===== src/rtl/ethercat_pkg.sv =====
// Shared definitions for the EtherCAT sync-manager mailbox channel.
//   DEPTH_DEFAULT : default mailbox buffer size in bytes
//   pdi_state_t   : PDI read FSM encoding (IDLE -> READ -> ACK -> IDLE)
package ethercat_pkg;

  localparam int DEPTH_DEFAULT = 64;

  typedef enum logic [1:0] {
    PDI_IDLE = 2'd0,
    PDI_READ = 2'd1,
    PDI_ACK  = 2'd2
  } pdi_state_t;

endpackage


===== src/rtl/ethercat_dpram.sv =====
// Single-port synchronous RAM, DEPTH x 8, read-first.
//   clk   : clock
//   we    : write enable (write wins over the read of the same cycle)
//   addr  : byte address
//   wdata : write data
//   rdata : registered read data of addr, valid the cycle after the access
module ethercat_dpram #(
  parameter int DEPTH = 64
) (
  input  logic                       clk,
  input  logic                       we,
  input  logic [$clog2(DEPTH)-1:0]   addr,
  input  logic [7:0]                 wdata,
  output logic [7:0]                 rdata
);

  logic [7:0] mem [DEPTH];

  // NOTE: the array has no reset branch on purpose; contents must survive a
  // reset, and a reset loop over every word would stop it mapping onto RAM.
  always_ff @(posedge clk) begin
    if (we) mem[addr] <= wdata;
    rdata <= mem[addr];
  end

endmodule


===== src/rtl/ethercat_sm_mailbox.sv =====
// EtherCAT sync-manager mailbox channel (ECAT writes, PDI reads).
//   rxc, RST                 : clock, synchronous active-high reset
//   sm_enable/sm_start/sm_len: channel enable and physical window
//   bus_*                    : FMMU-side strobes; window is write-only from ECAT
//   pdi_rd/pdi_addr          : PDI read request, byte offset in window
//   pdi_rdata/pdi_ack        : PDI read result, 2-cycle latency when uncontended
//   mbx_full/mbx_irq         : complete unread mailbox, rising-edge pulse
//   sub_wkc                  : working-counter increment for the datagram
module ethercat_sm_mailbox
  import ethercat_pkg::*;
#(
  parameter int DEPTH = DEPTH_DEFAULT
) (
  input  logic        rxc,
  input  logic        RST,
  input  logic        sm_enable,
  input  logic [15:0] sm_start,
  input  logic [7:0]  sm_len,
  input  logic [15:0] bus_address,
  input  logic        bus_wr,
  input  logic        bus_rd,
  input  logic [7:0]  bus_data_out,
  output logic [7:0]  bus_data_in,
  output logic        bus_match,
  input  logic        pdi_rd,
  input  logic [7:0]  pdi_addr,
  output logic [7:0]  pdi_rdata,
  output logic        pdi_ack,
  output logic        mbx_full,
  output logic        mbx_irq,
  output logic [1:0]  sub_wkc
);

  localparam int AW = $clog2(DEPTH);

  // Window decode in 17 bits so a window near 0xFFFF never wraps to 0x0000.
  logic [16:0] addr_x, start_x, win_end;
  logic        hit, last_wr, en_q, en_fall, seen, wkc_q;
  logic [AW-1:0] wr_off;

  assign addr_x  = {1'b0, bus_address};
  assign start_x = {1'b0, sm_start};
  assign win_end = start_x + {9'd0, sm_len} - 17'd1;
  assign hit     = sm_enable && (sm_len != 8'd0) &&
                   (addr_x >= start_x) && (addr_x <= win_end);

  assign bus_match   = hit && bus_wr && !bus_rd && !mbx_full && !RST;
  assign bus_data_in = 8'h00;
  // Offset is below DEPTH, so low-order subtraction is exact.
  assign wr_off      = bus_address[AW-1:0] - sm_start[AW-1:0];
  assign last_wr     = bus_match && (addr_x == win_end);
  assign en_fall     = en_q && !sm_enable;

  // PDI read FSM
  pdi_state_t state, state_nxt;
  logic       issued, clr_armed, oob_q, pdi_issue;
  logic [7:0] pdi_addr_q, pdi_data_q, ram_rdata;
  logic [AW-1:0] ram_addr;

  // NOTE: every output of this block gets a default first, so no path leaves
  // a signal unassigned and no latch is inferred.
  always_comb begin
    state_nxt = state;
    pdi_issue = 1'b0;
    case (state)
      PDI_IDLE: if (pdi_rd) begin
        state_nxt = PDI_READ;
        pdi_issue = !bus_match;
      end
      // READ waits until its RAM access has actually been issued; an ECAT
      // write owns the single port and pushes the access back a cycle.
      PDI_READ: if (issued) state_nxt = PDI_ACK;
                else        pdi_issue = !bus_match;
      PDI_ACK:  state_nxt = PDI_IDLE;
      default:  state_nxt = PDI_IDLE;
    endcase
    if (en_fall) state_nxt = PDI_IDLE;
  end

  // NOTE: state is a flop, so it takes a non-blocking assignment; blocking
  // here would let readers in other processes race the update.
  always_ff @(posedge rxc) begin
    if (RST) state <= PDI_IDLE;
    else     state <= state_nxt;
  end

  // Request bookkeeping; only meaningful once the FSM leaves IDLE.
  always_ff @(posedge rxc) begin
    if (state == PDI_IDLE && pdi_rd) begin
      pdi_addr_q <= pdi_addr;
      oob_q      <= (pdi_addr >= sm_len);
      issued     <= !bus_match;
      // A completing ECAT write in the same cycle starts a new mailbox that
      // this read must not release.
      clr_armed  <= (pdi_addr == sm_len - 8'd1) && (pdi_addr < sm_len) && !last_wr;
    end else if (state == PDI_READ) begin
      if (pdi_issue) issued    <= 1'b1;
      if (last_wr)   clr_armed <= 1'b0;
      if (issued)    pdi_data_q <= oob_q ? 8'h00 : ram_rdata;
    end
  end

  always_ff @(posedge rxc) begin
    if (RST) begin
      mbx_full <= 1'b0;
      mbx_irq  <= 1'b0;
      wkc_q    <= 1'b0;
      seen     <= 1'b0;
      en_q     <= 1'b0;
    end else begin
      en_q    <= sm_enable;
      mbx_irq <= last_wr;
      wkc_q   <= bus_match && !seen;
      if (!bus_wr)        seen <= 1'b0;
      else if (bus_match) seen <= 1'b1;
      // Setting wins over the release by a read of the previous buffer.
      if (en_fall)                                     mbx_full <= 1'b0;
      else if (last_wr)                                mbx_full <= 1'b1;
      else if (state == PDI_READ && issued && clr_armed) mbx_full <= 1'b0;
    end
  end

  assign ram_addr  = bus_match            ? wr_off :
                     (state == PDI_IDLE)  ? pdi_addr[AW-1:0] : pdi_addr_q[AW-1:0];
  assign pdi_ack   = (state == PDI_ACK);
  assign pdi_rdata = pdi_ack ? pdi_data_q : 8'h00;
  assign sub_wkc   = {1'b0, wkc_q};

  ethercat_dpram #(.DEPTH(DEPTH)) u_ram (
    .clk   (rxc),
    .we    (bus_match),
    .addr  (ram_addr),
    .wdata (bus_data_out),
    .rdata (ram_rdata)
  );

endmodule


===== config.mk =====
export PLATFORM = sky130hd
export DESIGN_NAME = ethercat_sm_mailbox
export DESIGN_NICKNAME = d
export VERILOG_FILES = /design/src/rtl/ethercat_pkg.sv /design/src/rtl/ethercat_dpram.sv /design/src/rtl/ethercat_sm_mailbox.sv
export SDC_FILE = /design/constraint.sdc
export NUM_CORES = 1
export LEC_CHECK = 0
export CAP_MARGIN = 15
export CORE_MARGIN = 2
export CORE_UTILIZATION = 30
export DETAILED_ROUTE_END_ITERATION = 10
export PLACE_DENSITY_LB_ADDON = 0.3
export SETUP_SLACK_MARGIN = 0.05
export SLEW_MARGIN = 15
export SYNTH_ARGS = -nofsm -noshare
export SYNTH_HDL_FRONTEND = slang
export SYNTH_SLANG_ARGS = --single-unit

===== constraint.sdc =====
create_clock -name rxc -period 8.3 [get_ports rxc]
set_input_delay 1.245 -clock rxc [delete_from_list [all_inputs] [get_ports rxc]]
set_output_delay 1.245 -clock rxc [all_outputs]
set_load 0.01 [all_outputs]

# Word-level counts from Yosys, hierarchy flattened
# Memory sizes are Yosys's and may differ from the RTL's. A register that Yosys moved wholly into a read port is not among the register bits.
# Index checks and enable logic that the tools add are counted.
# Widths: inputs -> output; s select.
dict set report word_totals {
  memories 1
  word_cells 81
  register_bits 24
  inputBits 62
  mem_bits_rw 512
  out_inout_bits 22
}
# memory words word_bits rd rd_clocked_by_memory_dff wr line
set mem_list {}
lappend mem_list {u_ram.mem 64 8 1 1 1 ethercat_dpram.sv:17} ;# logic [7:0] mem [DEPTH];
dict set report op_classes {
  mux 19
  n_lt_le_gt_ge 4
  reduce_logical 34
  bitwise 2
  add_sub_neg 4
  eq_ne 6
}
# operator n
set op_table {}
lappend op_table {{$add 16x8->17} 1}
lappend op_table {{$eq 16x17->1} 1}
lappend op_table {{$le 16x17->1} 1}
lappend op_table {{$sub 17x1->17 const B} 1}
lappend op_table {{$ge 16x16->1} 1}
lappend op_table {{$logic_and 1x1->1} 15}
lappend op_table {{$mux 1} 12}
lappend op_table {{$mux 6} 2}
lappend op_table {{$eq 8x8->1} 1}
lappend op_table {{$ge 8x8->1} 1}
lappend op_table {{$lt 8x8->1} 1}
lappend op_table {{$mux 8} 1}
lappend op_table {{$reduce_bool 2->1} 4}
lappend op_table {{$reduce_bool 8->1} 1}
lappend op_table {{$sub 8x1->8 const B} 1}
lappend op_table {{$logic_not 1->1} 7}
lappend op_table {{$reduce_and 2->1} 3}
lappend op_table {{$sub 6x6->6} 1}
lappend op_table {{$mux 2} 2}
lappend op_table {{$ne 2x2->1 const B} 2}
lappend op_table {{$pmux 2 s2} 1}
lappend op_table {{$reduce_or 2->1} 2}
lappend op_table {{$reduce_and 3->1} 1}
lappend op_table {{$eq 2x1->1 const B} 1}
lappend op_table {{4 further kinds} 5}

# Logic depth before layout (Yosys ltp)
# Gate-level depths: netlist of the first run.
dict set report logic_depth {
  word_depth 14
  depth_mapped 30
  depth_no_buf 26
}

# Hierarchy
# A second synthesis of the first run with hierarchy kept.
dict set report unflattened {
  cells_unflattened 1542
  hier_area_um2 23666.4
}
# module area_each_um2 n_inst cells_per_inst seq_area_each_um2
set modules_own_cells {}
lappend modules_own_cells {ethercat_dpram 20449.6 1 1171 15534.9}
lappend modules_own_cells {ethercat_sm_mailbox 3216.8 1 371 650.6}

# Worst setup path before layout of the first run
# OpenSTA, ideal clock, no wires.
dict set report synth_timing {
  path_type {input-to-output}
  startpoint {in sm_start[1]}
  endpoint {out bus_match}
  t_arrival_ns 6.161
  required_time_ns 7.055
  path_stages 26
  path_slack_ns 0.894
  path_buffers 5
  path_cell_list {inv_1 > ha_1 > inv_1 > ha_1 > fa_1 > a21o_1 > a21oi_1 > o21bai_1 > a21oi_1 > o21bai_1 > a21oi_1 > o21bai_1 > a2111o_1 > a2111oi_0 > nor3b_1 > ha_1 > a211oi_1 > o21ai_1 > a211o_1 > o221a_1 > a31oi_2 > buf_12 > buf_6 > buf_2 > buf_2 > buf_2}
}
dict set report synth_via {
  elab_chain_cells 8
  elab_cells_between_ends 10
  cone_classes {2 x add/sub; 2 x order compare; 6 x reduce/logical}
}
# element line
set synth_lines {}
lappend synth_lines {{start, declared} ethercat_sm_mailbox.sv:17} ;# input logic [15:0] sm_start,
lappend synth_lines {{$add 16x8->17} ethercat_sm_mailbox.sv:43} ;# assign win_end = start_x + {9'd0, sm_len} - 17'd1;
lappend synth_lines {{$sub 17x1->17} ethercat_sm_mailbox.sv:43}
lappend synth_lines {{$le 16x17->1} ethercat_sm_mailbox.sv:45} ;# (addr_x >= start_x) && (addr_x <= win_end);
lappend synth_lines {{$logic_and 1x1->1 (*)} ethercat_sm_mailbox.sv:45}
lappend synth_lines {{$logic_and 1x1->1 (*) (4 in series)} ethercat_sm_mailbox.sv:47} ;# assign bus_match = hit && bus_wr && !bus_rd && !mbx_full && !RST;
lappend synth_lines {{end, declared} ethercat_sm_mailbox.sv:24} ;# output logic bus_match,
# Mark *: on every way between the ends. The rest lies on a longest branch, timed or not.

# Worst setup path in the final report of the first run
dict set report layout_timing {
  startpoint {in sm_len[1]}
  endpoint {out bus_match}
}
dict set report layout_via {
  elab_chain_cells 8
  elab_cells_between_ends 11
  cone_classes {2 x add/sub; 1 x order compare; 8 x reduce/logical}
}
# element line
set layout_lines {}
lappend layout_lines {{start, declared} ethercat_sm_mailbox.sv:18} ;# input logic [7:0] sm_len,
lappend layout_lines {{$add 16x8->17 / $reduce_bool 8->1 (equally long branches)} {ethercat_sm_mailbox.sv:43, ethercat_sm_mailbox.sv:44}}
lappend layout_lines {{$sub 17x1->17 / $logic_and 1x1->1 (equally long branches)} {ethercat_sm_mailbox.sv:43, ethercat_sm_mailbox.sv:44}}
lappend layout_lines {{$le 16x17->1 / $logic_and 1x1->1 (equally long branches)} {ethercat_sm_mailbox.sv:45, ethercat_sm_mailbox.sv:44}}
lappend layout_lines {{$logic_and 1x1->1 (*)} ethercat_sm_mailbox.sv:45}
lappend layout_lines {{$logic_and 1x1->1 (*) (4 in series)} ethercat_sm_mailbox.sv:47}
# Marks and branches as above.

==> flow_metrics.py, run 1 <==
metrics = {
    "floorplanning": {
        "dieArea_sq_um": 87700,
        "io_pins": 84,
        "core_sq_um": 84900,
        "fp.dieH_um": 296,
        "rows": 107,
        "die_w_um": 296,
        "start_util": 0.302,
    },
    "cells_and_area": {
        "final_common_cell": "edfxtp_1",
        "nets": 2253,
        "mostFrequentLayoutCells": "529 x edfxtp_1, 214 x a21oi_1, 195 x o211ai_1, 193 x o31ai_1, 189 x buf_4",
        "insertedDiodeCount": 0,
        "fin_cells": 3316,
        "area_delta_synth_final_pct": 20.7,
        "fillers": 8201,
        "drive_gt1_frac": 0.157,
    },
    "pwr": {
        "p_total_mw": 6.81,
        "pwr-share-clk": 0.403,
        "p_int_mw": 5.07,
        "power_frac_comb": 0.148,
        "vdd_drop_max_mv": 0.173,
        "switching_power_mw": 1.74,
        "power-per-cell-area_nw_per_um2": 220,
        "seqPwrFrac": 0.449,
        "leakagePower_nw": 10.3,
        "swShare": 0.256,
    },
    "placement": {
        "dp_slack_ns": -0.384,
        "io_buffers": 74,
        "gp_congestion": 0.865,
        "dp.cells": 3208,
        "hpwl_um": 48300,
    },
    "logic_synthesis": {
        "syn-cell-area_sq_um": 25600,
        "synth_seq_cells": 544,
        "yosysWarningCount": 0,
        "synth_edf_count": 529,
        "avgSynthCellArea_sq_um": 13.1,
        "synth.top_cell.area_share": 0.620,
        "ys_types": 70,
        "netlist_instances": 1949,
        "yosys.area.top_type": "edfxtp_1",
        "synth-seq-area-share": 0.632,
        "synth_area_leaders": "edfxtp_1 62%, o211ai_1 5.7%, o31ai_1 5.7%, a21oi_1 4.2%, ha_1 3.2%",
        "synth_flop_cell": "edfxtp_1",
        "synth-async-reset-ratio": 0,
    },
    "grt": {
        "busiest_layer": "met2",
        "antenna_found_initial": 0,
        "grtUsageTotal": 0.176,
        "use_met1": 0.236,
        "grt_first_pass_wirelength_um": 117000,
        "grt_pass1_vias": 18200,
        "grt_max_degree": 193,
        "met2_usage": 0.296,
        "met3_usage": 0.0256,
        "grt_overflow": 0,
    },
    "setup_path": {
        "crit_fanout": 8,
        "arrival_ns": 6.71,
        "worstSetupPathType": "input pin to primary output",
        "crit_path_end_kind": "primary output",
        "reg2reg_depth": 10,
        "start_kind": "input pin",
        "required_ns": 7.05,
    },
    "hold_path": {
        "hp-class": "flop to flop",
        "worstHoldPathCells": 1,
    },
    "clock_network": {
        "root_buffer": "clkbuf_16",
        "ctsHoldBuffers": 0,
        "clock_latency_ns": 0.63,
        "numCtsBuffers": 57,
        "htree_num_levels": 2,
        "cts_buffer_depth": 3,
        "clock-sinks": 544,
        "cts_tree": "yes",
        "cts.reportedPaths.clkPinSlew_ns": 0.06,
    },
    "timing": {
        "fin_crit_ns": 7.96,
        "fin_crit_sh": 0.959,
        "rsz0062_at_grt": "false",
        "skew_ns": 0.0235,
        "fmax_mhz": 126,
        "max_slew.worst_pin.slew_ns": 1.15,
        "fin_setup_tns_ns": 0,
        "final-max-slew-violation-count": 0,
        "hold_violations": 0,
        "setup_violations": 0,
        "hold_ws_ns": 0.427,
        "slew_headroom": 0.234,
        "worst_slack_ns": 0.342,
    },
    "route": {
        "drt_iter0_drc": 1861,
        "drc": 0,
        "vias": 18200,
        "final_antenna_net_count": 0,
        "drt-total-wl_um": 78500,
        "avgRoutedWirePerCell_um": 23.7,
        "drt_pass1_iterations": 7,
        "via_per_inst": 5.50,
    },
    "job": {
        "drv_cap": 0,
    },
    "status": {
        "outcome": "completed",
    },
}
[critical path, cell delays in order]
cell             delay (ns)
clkdlybuf4s50_1        0.49
inv_1                  0.11
ha_1                   0.30
inv_1                  0.04
ha_1                   0.22
fa_1                   0.47
a21o_1                 0.19
a21oi_2                0.17
o21bai_1               0.11
a21oi_2                0.19
o21bai_1               0.10
a21oi_2                0.19
o21bai_1               0.10
a2111o_1               0.43
a2111oi_4              0.30
nor3b_1                0.09
ha_1                   0.23
a211oi_2               0.17
o21ai_1                0.10
a211o_1                0.26
o221a_1                0.26
a31oi_4                0.23
buf_12                 0.18
clkdlybuf4s50_1        0.55
[power by group through the flow]
stage,clock [mW],combinational [mW],sequential (mW)
2_1_floorplan,0,0.581,3.10
6_report,2.75,1.01,3.06
4_1_cts,2.79,0.996,3.06
3_3_place_gp,0,0.983,3.11
3_5_place_dp,0,0.991,3.11
5_1_grt,2.90,1.08,3.05
[layer usage]
| metal | routed length [um] | vias up |
|---|---|---|
| met3 | 4700 | 118 |
| met1 | 33800 | 9256 |
| met5 | 0 | - |
| met2 | 38000 | 683 |
| li1 | - | 8170 |
| met4 | 1960 | 0 |
[final timing paths]
path | endpoint | slack, ns | start
max | bus_match | 0.34 | sm_len[1]
min | wkc_q | 0.43 | seen
max reg2reg | u_ram.rdata[0] | 4.00 | state[0]
min reg2reg | wkc_q | 0.43 | seen
[registers in the layout (all words and copies together) (netlist names)]
signal	cells
state	2
mbx_full	1
clr_armed	1
mbx_irq	1
en_q	1
wkc_q	1
issued	1
pdi_data_q	8
u_ram.rdata	8
u_ram.mem	512
pdi_addr_q	6
oob_q	1
seen	1
[Yosys cell counts (8+ instances only)]
library cell	number
ha_1	65
a21oi_1	217
nor4_1	20
mux2i_1	68
buf_1	12
and4_1	9
nand2_1	22
o21ai_0	32
o22a_1	8
nand3_1	17
xor2_1	9
clkbuf_1	95
o211ai_1	195
o22ai_1	32
a21o_1	8
xnor2_1	17
nor2_1	86
edfxtp_1	529
nor2b_1	16
o31ai_1	193
buf_4	23
buf_2	43
nand4_1	22
and2_1	10
o41ai_1	33
inv_1	58
dfxtp_1	15
[timing repair]
action,in CTS,in global routing
resized for setup,2,5
setup buffers,0,1
pin swaps,0,1
setup endpoints to repair,1,6
[final cells by class]
type,count,area [sq um],share of cell area
tap,1144,1430,0.0463
clock inverter,42,503,0.0163
multi-input combinational,1175,8460,0.274
clock buffer,65,1500,0.0485
inverter,58,218,0.00704
timing repair buffer,288,2620,0.0848
sequential,544,16200,0.524
[cells by family after synthesis]
| kind of cell | Yosys count | share of synthesized area |
|---|---|---|
| AO/OA/AOI/OAI | 762 | 0.202 |
| XOR/XNOR | 26 | 0.00889 |
| adder cells (fa/ha/maj) | 67 | 0.0333 |
| buffers and inverters | 238 | 0.0427 |
| flip-flops | 544 | 0.632 |
| multiplexers | 77 | 0.0332 |
| other | 1 | 0.000146 |
| AND/OR/NAND/NOR | 234 | 0.0474 |
[per-stage QoR]
stage	cell area (sq um)	util
floorplan	25600	-
global placement	28900	0.340
detailed placement	28900	0.340
CTS	30900	0.364
global route	30900	0.364
finish	30900	0.364
(Power assumes the default switching activity.)
==> run 2, diff against run 1 <==
--- a/config.mk
+++ b/config.mk
@@ -5,11 +5,12 @@
 export SDC_FILE = /design/constraint.sdc
 export NUM_CORES = 1
 export LEC_CHECK = 0
+export ABC_CLOCK_PERIOD_IN_PS = 9200
 export CAP_MARGIN = 15
 export CORE_MARGIN = 2
 export CORE_UTILIZATION = 30
 export DETAILED_ROUTE_END_ITERATION = 10
-export PLACE_DENSITY_LB_ADDON = 0.3
+export PLACE_DENSITY = 0.56
 export SETUP_SLACK_MARGIN = 0.05
 export SLEW_MARGIN = 15
 export SYNTH_ARGS = -nofsm -noshare
==> constraint.sdc (replaced) <==
create_clock -name rxc -period 9.2 [get_ports rxc]
set_input_delay 1.38 -clock rxc [delete_from_list [all_inputs] [get_ports rxc]]
set_output_delay 1.38 -clock rxc [all_outputs]
set_load 0.01 [all_outputs]
==> flow_metrics.py, run 2 (same netlist as run 1, synthesis figures left out) <==
metrics = {
    "status": {
        "outcome": "completed",
    },
    "route": {
        "drt-total-wl_um": 75600,
        "drc": 0,
        "avgRoutedWirePerCell_um": 23.3,
        "via_per_inst": 5.53,
        "vias": 18000,
        "final_antenna_net_count": 0,
        "drt_pass1_iterations": 5,
        "drt_iter0_drc": 1762,
    },
    "floorplanning": {
        "die_w_um": 296,
        "fp.dieH_um": 296,
        "rows": 107,
        "start_util": 0.302,
        "io_pins": 84,
        "dieArea_sq_um": 87700,
        "core_sq_um": 84900,
    },
    "clock_network": {
        "htree_num_levels": 2,
        "clock_latency_ns": 0.63,
        "numCtsBuffers": 57,
        "clock-sinks": 544,
        "cts_tree": "yes",
        "cts_buffer_depth": 3,
        "cts-resized-gates": 0,
        "cts.reportedPaths.clkPinSlew_ns": 0.06,
        "root_buffer": "clkbuf_16",
    },
    "setup_path": {
        "crit_path_end_kind": "primary output",
        "required_ns": 7.82,
        "slowest_delay_ns": 0.52,
        "cp_slowest_cell": "clkdlybuf4s50_1",
        "start_kind": "input pin",
        "crit_fanout": 6,
        "crit_chain": "clkdlybuf4s50_1 > inv_1 > ha_1 > inv_1 > ha_1 > fa_1 > a21o_1 > a21oi_1 > o21bai_1 > a21oi_1 > o21bai_1 > a21oi_1 > o21bai_1 > a2111o_1 > a2111oi_0 > nor3b_1 > ha_1 > a211oi_1 > o21ai_1 > a211o_1 > o221a_1 > a31oi_4 > buf_4 > clkdlybuf4s50_1",
        "arrival_ns": 7.19,
        "worstSetupPathType": "input pin to primary output",
    },
    "cells_and_area": {
        "mostFrequentLayoutCells": "529 x edfxtp_1, 217 x a21oi_1, 195 x o211ai_1, 193 x o31ai_1, 135 x buf_4",
        "final_common_cell": "edfxtp_1",
        "largest_register": "u_ram.mem",
        "drive_gt1_frac": 0.124,
        "largest_reg_flops": 512,
        "area_delta_synth_final_pct": 17.6,
        "top_regs": "u_ram.mem x512, pdi_data_q x8, u_ram.rdata x8",
        "insertedDiodeCount": 0,
        "nets": 2187,
    },
    "pwr": {
        "switching_power_mw": 1.52,
        "vdd_drop_max_mv": 0.155,
        "p_int_mw": 4.38,
        "leakagePower_nw": 9.89,
        "p_total_mw": 5.90,
        "seqPwrFrac": 0.468,
        "power-per-cell-area_nw_per_um2": 196,
        "power_frac_comb": 0.140,
        "swShare": 0.258,
        "pwr-share-clk": 0.392,
    },
    "timing": {
        "fin_setup_tns_ns": 0,
        "fin_crit_ns": 8.57,
        "setup_violations": 0,
        "fin_crit_sh": 0.932,
        "fmax_mhz": 117,
        "hold_violations": 0,
        "rsz0062_at_grt": "false",
        "slew_headroom": 0.193,
        "max_slew.worst_pin.slew_ns": 1.21,
        "final-max-slew-violation-count": 0,
        "skew_ns": 0.0222,
    },
    "placement": {
        "io_buffers": 74,
        "hpwl_um": 44400,
        "gp_congestion": 0.846,
    },
    "grt": {
        "grt_first_pass_wirelength_um": 114000,
        "antenna_found_initial": 1,
        "grt_max_degree": 193,
        "grt_overflow": 0,
        "grt_pass1_vias": 17900,
        "grtUsageTotal": 0.170,
    },
    "hold_path": {
        "hp-class": "flop to flop",
    },
    "job": {
        "drv_cap": 0,
    },
}
## run 2: cell types whose count changed in the layout (fill, tap and decap cells not counted), moves of 2 or more
| cell | before | now |
|---|---|---|
| buf_4 | 189 | 135 |
| buf_12 | 25 | 14 |
| clkbuf_1 | 6 | 12 |
| clkinv_2 | 11 | 5 |
| bufinv_16 | 12 | 7 |
| a21oi_1 | 214 | 217 |
| a21oi_2 | 3 | 0 |
| clkinv_1 | 15 | 17 |
## run 2: cell type report
class / instances / area, sq um
clock buffer: 70 / 1500
inverter: 58 / 218
tap: 1144 / 1430
clock inverter: 35 / 367
multi-input combinational: 1175 / 8420
fill: 8211 / 54800
sequential: 544 / 16200
timing repair buffer: 222 / 1990
## run 2: final timing paths
| kind | cells past startpoint | slack [ns] | endpoint | from |
|---|---|---|---|---|
| setup / recovery | 24 | 0.63 | bus_match | sm_len[1] |
| setup reg to reg | 11 | 4.57 | u_ram.rdata[1] | state[0] |
| hold reg to reg | 1 | 0.41 | wkc_q | seen |
| hold / removal | 1 | 0.41 | wkc_q | seen |
## run 2: per-layer routing
metal	wire [um]	track usage	vias up
met1	32200	0.232	9044
met5	0	0	-
li1	-	-	8043
met4	1980	0.0524	0
met2	36300	0.278	759
met3	5090	0.0253	106
## run 2: critical path, delay by kind of cell
kind,cells,cell delay [ns]
AOI/OAI and AO/OA,14,3.08
adders and majority gates,4,1.22
buffers and inverters,5,1.37
and+or+nand+nor,1,0.11
## run 2: what timing repair did
| action | in CTS | in global routing |
|---|---|---|
| hold buffers | 0 | 0 |
| setup endpoints to repair | 0 | 1 |
| setup buffers | 0 | 4 |
## run 2: stage by stage
| stage | hold slack [ns] | cell area [sq um] | util | cells | setup slack (ns) |
|---|---|---|---|---|---|
| after CTS | 0.413 | 30100 | 0.354 | 3244 | 0.411 |
| after detailed placement | 0.408 | 28200 | 0.332 | 3139 | 0.0805 |
| final | 0.413 | 30100 | 0.355 | 3248 | 0.627 |
| after global placement | 0.398 | 28200 | 0.332 | 3139 | -0.0255 |
| after floorplan | 0.392 | 25600 | - | 1957 | 1.52 |
| after global routing | 0.457 | 30100 | 0.355 | 3248 | 0.178 |
## run 2: power groups by stage
stage | combinational [mW] | sequential [mW] | clock, mW
3_3_place_gp | 0.810 | 2.81 | 0
5_1_grt | 0.898 | 2.76 | 2.44
6_report | 0.828 | 2.76 | 2.31
2_1_floorplan | 0.524 | 2.80 | 0
3_5_place_dp | 0.821 | 2.81 | 0
4_1_cts | 0.824 | 2.76 | 2.34
==> run 3, diff against run 2 <==
--- a/config.mk
+++ b/config.mk
@@ -12,7 +12,7 @@
 export DETAILED_ROUTE_END_ITERATION = 10
 export PLACE_DENSITY = 0.56
 export SETUP_SLACK_MARGIN = 0.05
-export SLEW_MARGIN = 15
+export SLEW_MARGIN = 20
 export SYNTH_ARGS = -nofsm -noshare
 export SYNTH_HDL_FRONTEND = slang
 export SYNTH_SLANG_ARGS = --single-unit
==> flow_metrics.py, run 3 (same netlist as run 1, synthesis figures left out) <==
metrics = {
    "setup_path": {
        "reg2reg_depth": 11,
        "crit_cells": 24,
        "start_kind": "input pin",
        "required_ns": 7.82,
        "worstReg2RegStart": "state[0]",
        "crit_chain": "clkdlybuf4s50_1 > inv_1 > ha_1 > inv_1 > ha_1 > fa_1 > a21o_1 > a21oi_1 > o21bai_1 > a21oi_1 > o21bai_1 > a21oi_1 > o21bai_1 > a2111o_1 > a2111oi_0 > nor3b_1 > ha_1 > a211oi_1 > o21ai_1 > a211o_1 > o221a_1 > a31oi_4 > buf_4 > clkdlybuf4s50_1",
        "critPathTopFamily": "compound AO/OA/AOI/OAI gates",
        "r2r_end": "u_ram.rdata[1]",
        "crit_path_end_kind": "primary output",
        "worst-r2r-setup-slack_ns": 4.56,
        "cp_num_buf_inv": 5,
        "startpoint": "sm_len[1]",
        "crit_fanout": 6,
        "arrival_ns": 7.19,
        "cp_slowest_cell": "clkdlybuf4s50_1",
        "slowest_delay_ns": 0.52,
        "endpoint": "bus_match",
        "worstSetupPathType": "input pin to primary output",
    },
    "clock_network": {
        "ctsHoldBuffers": 0,
        "numCtsBuffers": 57,
        "cts_buffer_depth": 3,
        "cts_tree": "yes",
        "htree_num_levels": 2,
        "cts-resized-gates": 0,
        "cts_setup_buffers": 0,
        "root_buffer": "clkbuf_16",
        "cts.reportedPaths.clkPinSlew_ns": 0.06,
        "clock_latency_ns": 0.63,
        "clock-sinks": 544,
    },
    "route": {
        "drt_pass1_iterations": 5,
        "drc": 0,
        "via_per_inst": 5.53,
        "vias": 17900,
        "final_antenna_net_count": 0,
        "avgRoutedWirePerCell_um": 23.3,
        "drt_iter0_drc": 1762,
        "drt-total-wl_um": 75600,
    },
    "timing": {
        "fin_crit_ns": 8.57,
        "skew_ns": 0.0221,
        "final-max-slew-violation-count": 0,
        "fmax_mhz": 117,
        "rsz0062_at_grt": "false",
        "max_slew.worst_pin.slew_ns": 1.22,
        "setup_violations": 0,
        "slew_headroom": 0.189,
        "hold_violations": 0,
        "fin_setup_tns_ns": 0,
        "fin_crit_sh": 0.932,
    },
    "pwr": {
        "leakagePower_nw": 9.89,
        "vdd_drop_max_mv": 0.155,
        "p_total_mw": 5.90,
        "power-per-cell-area_nw_per_um2": 196,
    },
    "floorplanning": {
        "io_pins": 84,
        "start_util": 0.302,
        "rows": 107,
        "core_sq_um": 84900,
        "fp.dieH_um": 296,
        "dieArea_sq_um": 87700,
        "die_w_um": 296,
    },
    "placement": {
        "io_buffers": 74,
        "dp.cells": 3139,
        "gp_congestion": 0.846,
        "hpwl_um": 44400,
    },
    "hold_path": {
        "hp-class": "flop to flop",
    },
    "cells_and_area": {
        "nets": 2187,
        "insertedDiodeCount": 0,
        "mostFrequentLayoutCells": "529 x edfxtp_1, 217 x a21oi_1, 195 x o211ai_1, 193 x o31ai_1, 135 x buf_4",
        "largest_register": "u_ram.mem",
        "final_common_cell": "edfxtp_1",
        "drive_gt1_frac": 0.124,
        "top_regs": "u_ram.mem x512, pdi_data_q x8, u_ram.rdata x8",
        "largest_reg_flops": 512,
        "area_delta_synth_final_pct": 17.6,
        "fin_cells": 3248,
    },
    "grt": {
        "grt_first_pass_wirelength_um": 114000,
        "antenna_found_initial": 1,
        "grtUsageTotal": 0.170,
        "grt_pass1_vias": 17900,
        "grt_overflow": 0,
        "grt_max_degree": 193,
    },
    "status": {
        "outcome": "completed",
    },
    "job": {
        "drv_cap": 0,
    },
}
==> run 3: worst min path at each step <==
stage | startpoint | to | slack, ns | cells after the start
after floorplan | seen | wkc_q | 0.39 | 1
after global placement | seen | wkc_q | 0.40 | 1
after detailed placement | seen | wkc_q | 0.41 | 1
after CTS | seen | wkc_q | 0.41 | 1
after global routing | seen | wkc_q | 0.46 | 1
final | seen | wkc_q | 0.41 | 1
==> run 3: cell type report <==
| cell class | instances | area [sq um] |
|---|---|---|
| well taps | 1144 | 1430 |
| clock inverters | 35 | 367 |
| multi-input cells | 1175 | 8420 |
| repair buffers | 222 | 1990 |
| fillers | 8211 | 54800 |
| flip-flops and latches | 544 | 16200 |
| inverters | 58 | 218 |
| clock buffers | 70 | 1500 |
==> run 3: power by group <==
group          switching (mW)  internal [mW]
Combinational           0.540          0.288
Sequential             0.0193           2.74
Clock                   0.962           1.35
==> run 3: metrics by stage <==
| step | area (sq um) | util | hold slack [ns] | setup slack, ns |
|---|---|---|---|---|
| floorplan | 25600 | - | 0.392 | 1.52 |
| global placement | 28200 | 0.332 | 0.398 | -0.0255 |
| detailed placement | 28200 | 0.332 | 0.408 | 0.0805 |
| CTS | 30100 | 0.354 | 0.413 | 0.411 |
| global route | 30100 | 0.355 | 0.457 | 0.178 |
| finish | 30100 | 0.355 | 0.413 | 0.627 |
==> run 3: layer usage <==
layer | GRT usage | up-vias | routed length, um
met5 | 0 | - | 0
met3 | 0.0253 | 106 | 5100
li1 | - | 8043 | -
met2 | 0.278 | 758 | 36300
met4 | 0.0524 | 0 | 1980
met1 | 0.232 | 9042 | 32200
